==> src/rtl/shift_rotate_seq.sv <==
// shift_rotate_seq: iterative one-bit-per-clock shift/rotate unit with valid/ready request and response ports
module shift_rotate_seq #(
    parameter int WIDTH     = 8,
    parameter int MAX_SHIFT = 9
) (
    input  logic             clk,
    input  logic             reset,
    input  logic             req_valid,
    output logic             req_ready,
    input  logic [WIDTH-1:0] req_a,
    input  logic [WIDTH-1:0] req_b,
    input  logic [2:0]       req_control,
    input  logic             flush,
    output logic             res_valid,
    input  logic             res_ready,
    output logic [WIDTH-1:0] res_data,
    output logic [3:0]       res_flags
);
    localparam int CW = $clog2(MAX_SHIFT + 1);
    localparam int RW = $clog2(WIDTH);
    localparam logic [WIDTH-1:0] MAXB = WIDTH'(MAX_SHIFT);
    typedef enum logic [1:0] {IDLE, BUSY, DONE} state_t;
    state_t r_state, w_next;
    logic [WIDTH-1:0] r_data, w_step;
    logic [CW-1:0] r_cnt, w_n;
    logic [2:0] r_op;
    logic r_cf, r_a7, w_cf, w_right, w_fill_r, w_fill_l, w_accept;
    always_comb begin
        w_n = req_control[2] ? CW'(req_b[RW-1:0]) : (req_b > MAXB ? CW'(MAX_SHIFT) : req_b[CW-1:0]);
        w_accept = !flush && r_state == IDLE && req_valid;
        w_next = flush ? IDLE :
                 r_state == IDLE ? (req_valid ? (w_n == '0 ? DONE : BUSY) : IDLE) :
                 r_state == BUSY ? (r_cnt == CW'(1) ? DONE : BUSY) :
                 (res_ready ? IDLE : DONE);
    end
    // rotates wrap the outgoing bit; arithmetic right replicates the sign bit
    always_comb begin
        w_right = r_op[2] ? r_op[0] : ~r_op[1];
        w_fill_r = r_op[2] ? r_data[0] : (~r_op[0] & r_data[WIDTH-1]);
        w_fill_l = r_op[2] & r_data[WIDTH-1];
        w_step = w_right ? {w_fill_r, r_data[WIDTH-1:1]} : {r_data[WIDTH-2:0], w_fill_l};
        w_cf = w_right ? r_data[0] : r_data[WIDTH-1];
    end
    always_ff @(posedge clk or posedge reset) begin
        if (reset) begin
            r_state <= IDLE;
            r_data <= '0;
            r_cnt <= '0;
            r_op <= '0;
            r_cf <= 1'b0;
            r_a7 <= 1'b0;
        end else begin
            r_state <= w_next;
            if (w_accept) begin
                r_data <= req_a;
                r_op <= req_control;
                r_cnt <= w_n;
                r_cf <= 1'b0;
                r_a7 <= req_a[WIDTH-1];
            end else if (!flush && r_state == BUSY) begin
                r_data <= w_step;
                r_cf <= w_cf;
                r_cnt <= r_cnt - 1'b1;
            end
        end
    end
    always_comb begin
        req_ready = r_state == IDLE;
        res_valid = r_state == DONE;
        res_data = r_data;
        res_flags = r_state == DONE ? {r_cf, ~|r_data, r_data[WIDTH-1], ~r_op[2] & (r_a7 ^ r_data[WIDTH-1])} : 4'b0000;
    end
endmodule

==> config.mk <==
export PLATFORM = sky130hd
export DESIGN_NAME = shift_rotate_seq
export DESIGN_NICKNAME = d
export VERILOG_FILES = /design/src/rtl/shift_rotate_seq.sv
export SDC_FILE = /design/constraint.sdc
export NUM_CORES = 1
export LEC_CHECK = 0
export CORE_ASPECT_RATIO = 0.8
export CORE_MARGIN = 5
export CORE_UTILIZATION = 46
export CTS_CLUSTER_DIAMETER = 100
export CTS_CLUSTER_SIZE = 25
export DETAILED_ROUTE_END_ITERATION = 10
export PLACE_DENSITY = 0.8
export SETUP_SLACK_MARGIN = 0.5
export SKIP_CTS_REPAIR_TIMING = 1
export SYNTH_ARGS = -nofsm -noshare
export SYNTH_HDL_FRONTEND = slang
export SYNTH_SLANG_ARGS = --single-unit
==> constraint.sdc <==
create_clock -name clk -period 1.9 [get_ports clk]
set_clock_uncertainty 0.1 [all_clocks]
set_input_delay 0.475 -clock clk [delete_from_list [all_inputs] [get_ports clk]]
set_output_delay 0.475 -clock clk [all_outputs]
set_load 0.02 [all_outputs]
==> impl_summary.log <==
INFO  metric result_of_the_run = complete, but fails checks
INFO  metric violated_checks = setup timing
INFO  metric grt_first_pass_wirelength = 5980 um
INFO  metric timing.critical_path.from_type = flip-flop
INFO  metric place.detailed.hpwl = 2940 um
INFO  metric ir_drop = 0.880 mV
INFO  metric drt_drc_violations_left = 0
INFO  metric drt-wirelength-per-cell = 20.7 um
INFO  metric tritoncts_num_sinks = 19
INFO  metric path_max_fanout = 2
INFO  metric worst_reg2reg_endpoint = r_cnt[1]$_DFFE_PP0P_
INFO  metric grt-ovfl-total = 0
INFO  metric power_density = 1360 mW/mm2
INFO  metric viasPerCell = 5.82
INFO  metric clock_tree.buffer_depth = 2
INFO  metric clock_tree.root_cell = sky130_fd_sc_hd__clkbuf_4
INFO  metric worst_hold_path_type = in2async
INFO  metric finalNetCount = 218
INFO  metric cpLargestDelayFamily = simple AND/OR/NAND/NOR gates
INFO  metric maximum_number_of_pins_on_one_net_before_global_route_repair = 20
INFO  metric critPathMaxStageDelay = 0.43 ns
INFO  metric detailed_place.area = 0.00183 mm2
INFO  metric groute.usage.overall = 0.211
INFO  metric average_size_of_a_mapped_cell = 10.0 um2
INFO  metric rows = 16
INFO  metric worst_pin_slew = 0.434 ns
INFO  metric critical_path.slowest_cell = sky130_fd_sc_hd__dfrtp_1
INFO  metric dieHeight = 55.5 um
INFO  metric timing_hold_violations_final = 0
INFO  metric gp_congestion = 0.810
INFO  metric post-synth-top-area-fraction = 0.400
INFO  metric async_flop_share = 1.00
INFO  metric rsz_0062_raised_after_global_routing = yes
INFO  metric timing.setup.tns = -0.0535 ns
INFO  metric worstSetupPathType = reg2out
INFO  metric maxClockFrequency = 512 MHz
INFO  metric leakage = 0.983 nW
INFO  metric synth-seq-area-share = 0.400
INFO  metric core-area = 0.00246 mm2
INFO  metric arrival = 1.38 ns
INFO  metric drt_pass1_iterations = 4
INFO  metric post-synth-top-count-cell = sky130_fd_sc_hd__dfrtp_1
INFO  metric final_max_slew_viol_count = 0
INFO  metric timing.critical_path.from = res_data[3]$_DFFE_PP0P_
INFO  metric synth_enable_flop_cells = 0
INFO  metric tritoncts = yes
INFO  metric critPathRequiredTime = 1.32 ns
INFO  metric synth.net_count = 145
INFO  metric slew_headroom = 0.709
INFO  metric worst_slack = -0.0535 ns
INFO  metric cp.buffers_inverters = 1
INFO  metric yosysTopAreaCell = sky130_fd_sc_hd__dfrtp_1
INFO  metric initial_utilization = 0.483
INFO  metric numCtsBuffers = 3
INFO  metric first_iter_violations = 111
INFO  metric antenna_cells = 0
INFO  metric first_global_vias = 1,210
INFO  metric vias = 1,321
INFO  metric area.growth.synth_to_final = 78.8%
INFO  metric syn_inst = 119
INFO  metric finalSetupViolCount = 1
INFO  metric r2r_cells = 5
INFO  metric cts.reportedPaths.clkPinSlew = 0.11 ns
INFO  metric drive_gt1_frac = 0.560
INFO  metric max-cap-violations = 0
INFO  metric cp_cell_sequence = nor4_4 -> and3_4 -> buf_6
INFO  metric io-pin-count = 38
INFO  metric synth_area = 0.00119 mm2
INFO  metric totalWireLength = 4700 um
INFO  metric netlist_top_cells_count = sky130_fd_sc_hd__dfrtp_1, sky130_fd_sc_hd__nand2_1, sky130_fd_sc_hd__o21ai_0
INFO  metric insertion_delay = 0.31 ns
INFO  metric netlist_top_cells_area = sky130_fd_sc_hd__dfrtp_1, sky130_fd_sc_hd__mux2i_1, sky130_fd_sc_hd__nand2_1
INFO  metric number_of_storage_elements_in_the_synthesis_netlist = 19
INFO  metric die_w = 66.9 um
INFO  metric netlist-cell-type-count = 40
INFO  metric regToRegStartpoint = r_state[0]$_DFF_PP0_
INFO  metric reg2reg_setup_slack = 0.15 ns
INFO  metric design.die.area = 0.00371 mm2
INFO  metric numPortBuffers = 37
INFO  metric nFillCells = 136
INFO  metric postSynth.topFlopCell = sky130_fd_sc_hd__dfrtp_1
INFO  metric postRouteAntennaNets = 0
INFO  metric htreeDepth = 1
INFO  metric synthesis.yosys.warnings = 0
INFO  metric final.period_utilization = 1.03
INFO  metric final_area = 0.00213 mm2
INFO  metric number_of_antenna_violations_at_the_first_check_in_global_routing = 0
INFO  metric worst_setup_end_kind = output port
INFO  metric final.min_clock_period = 1.95 ns
worst register-to-register path: cells and delay by family (launching register included):
family,cells,cell delay [ns]
flops,1,0.45
simple gates,1,0.44
buf+inv,2,0.38
compound gates,2,0.33
through the flow:
stage / setup WS [ns] / hold slack (ns) / util / std cells / total power [W]
after global placement: -0.219 / 0.370 / 0.744 / 215 / 0.00211
after global routing: -0.115 / 0.424 / 0.864 / 227 / 0.00303
after floorplan: 0.261 / 0.326 / - / 119 / 0.00155
after detailed placement: -0.276 / 0.400 / 0.744 / 215 / 0.00218
final: -0.0535 / 0.399 / 0.864 / 227 / 0.00289
after CTS: -0.574 / 0.415 / 0.755 / 219 / 0.00239
layout by cell type, fill, tap and decap left out, drive strengths merged:
master | netlist | final
a2111oi | 1 | 1
a211oi | 2 | 2
a21boi | 1 | 1
a21o | 1 | 1
a21oi | 3 | 3
a221o | 2 | 2
a221oi | 3 | 3
a22oi | 6 | 6
and2 | 2 | 2
and3 | 2 | 2
buf | 4 | 50
clkbuf | 0 | 7
clkdlybuf4s50 | 0 | 12
dfrtp | 19 | 19
dlymetal6s2s | 0 | 7
ha | 2 | 2
inv | 7 | 7
mux2i | 8 | 8
nand2 | 16 | 16
nand2b | 1 | 1
nor2 | 8 | 8
nor2b | 2 | 2
nor3b | 1 | 1
nor4 | 3 | 3
nor4b | 1 | 1
o21a | 2 | 2
o21ai | 11 | 11
o21bai | 1 | 1
o2bb2ai | 1 | 1
o31ai | 1 | 1
o32ai | 1 | 1
or2b | 1 | 1
or3b | 1 | 1
or4 | 2 | 2
or4b | 2 | 2
xor2 | 1 | 1
flip-flops by register name, summed over array words and instances, names as in the netlist:
name / count
r_cnt: 4
res_data: 8
r_op: 3
r_a7: 1
r_state: 2
r_cf: 1
area by class of cell:
cell class / count / area, um2 / share of cell area
Timing Repair Buffer: 72 / 708 / 0.333
Sequential cell: 19 / 484 / 0.228
Inverter: 7 / 26.3 / 0.0124
Tap cell: 36 / 45.0 / 0.0212
Multi-Input combinational cell: 89 / 837 / 0.394
Clock buffer: 4 / 26.3 / 0.0124
cells by family (layout without fill, tap and decap cells):
family,Yosys count,count (layout),synth area share
AOI/OAI and AO/OA,36,36,0.244
xor gates and xnor gates,1,1,0.00736
adders and majority gates,2,2,0.0210
buffers and inverters,11,83,0.0442
DFF,19,19,0.400
muxes,8,8,0.0705
and+or+nand+nor,42,42,0.213
worst max-delay path by stage:
stage,end,slack (ns),cells past startpoint
2_1_floorplan,r_cnt[2]$_DFFE_PP0P_,0.26,4
3_3_place_gp,res_flags[2],-0.22,3
3_5_place_dp,r_state[1]$_DFF_PP0_,-0.28,5
4_1_cts,res_flags[2],-0.57,3
5_1_grt,res_flags[2],-0.11,3
6_report,res_flags[2],-0.05,3
routing by layer:
metal  vias to the layer above  GRT usage  wire length (um)
met5                         -          0                 0
met4                         0     0.0694               159
met3                        19     0.0507               321
met2                        73      0.362              2420
met1                       646      0.255              1800
li1                        583          -                 -
where the power goes:
part,internal [W],switching (W)
combinational,0.000962,0.000866
sequential,0.000590,0.000255
clock,0.0000821,0.000135
total,0.00163,0.00126
(Power assumes the default switching activity.)
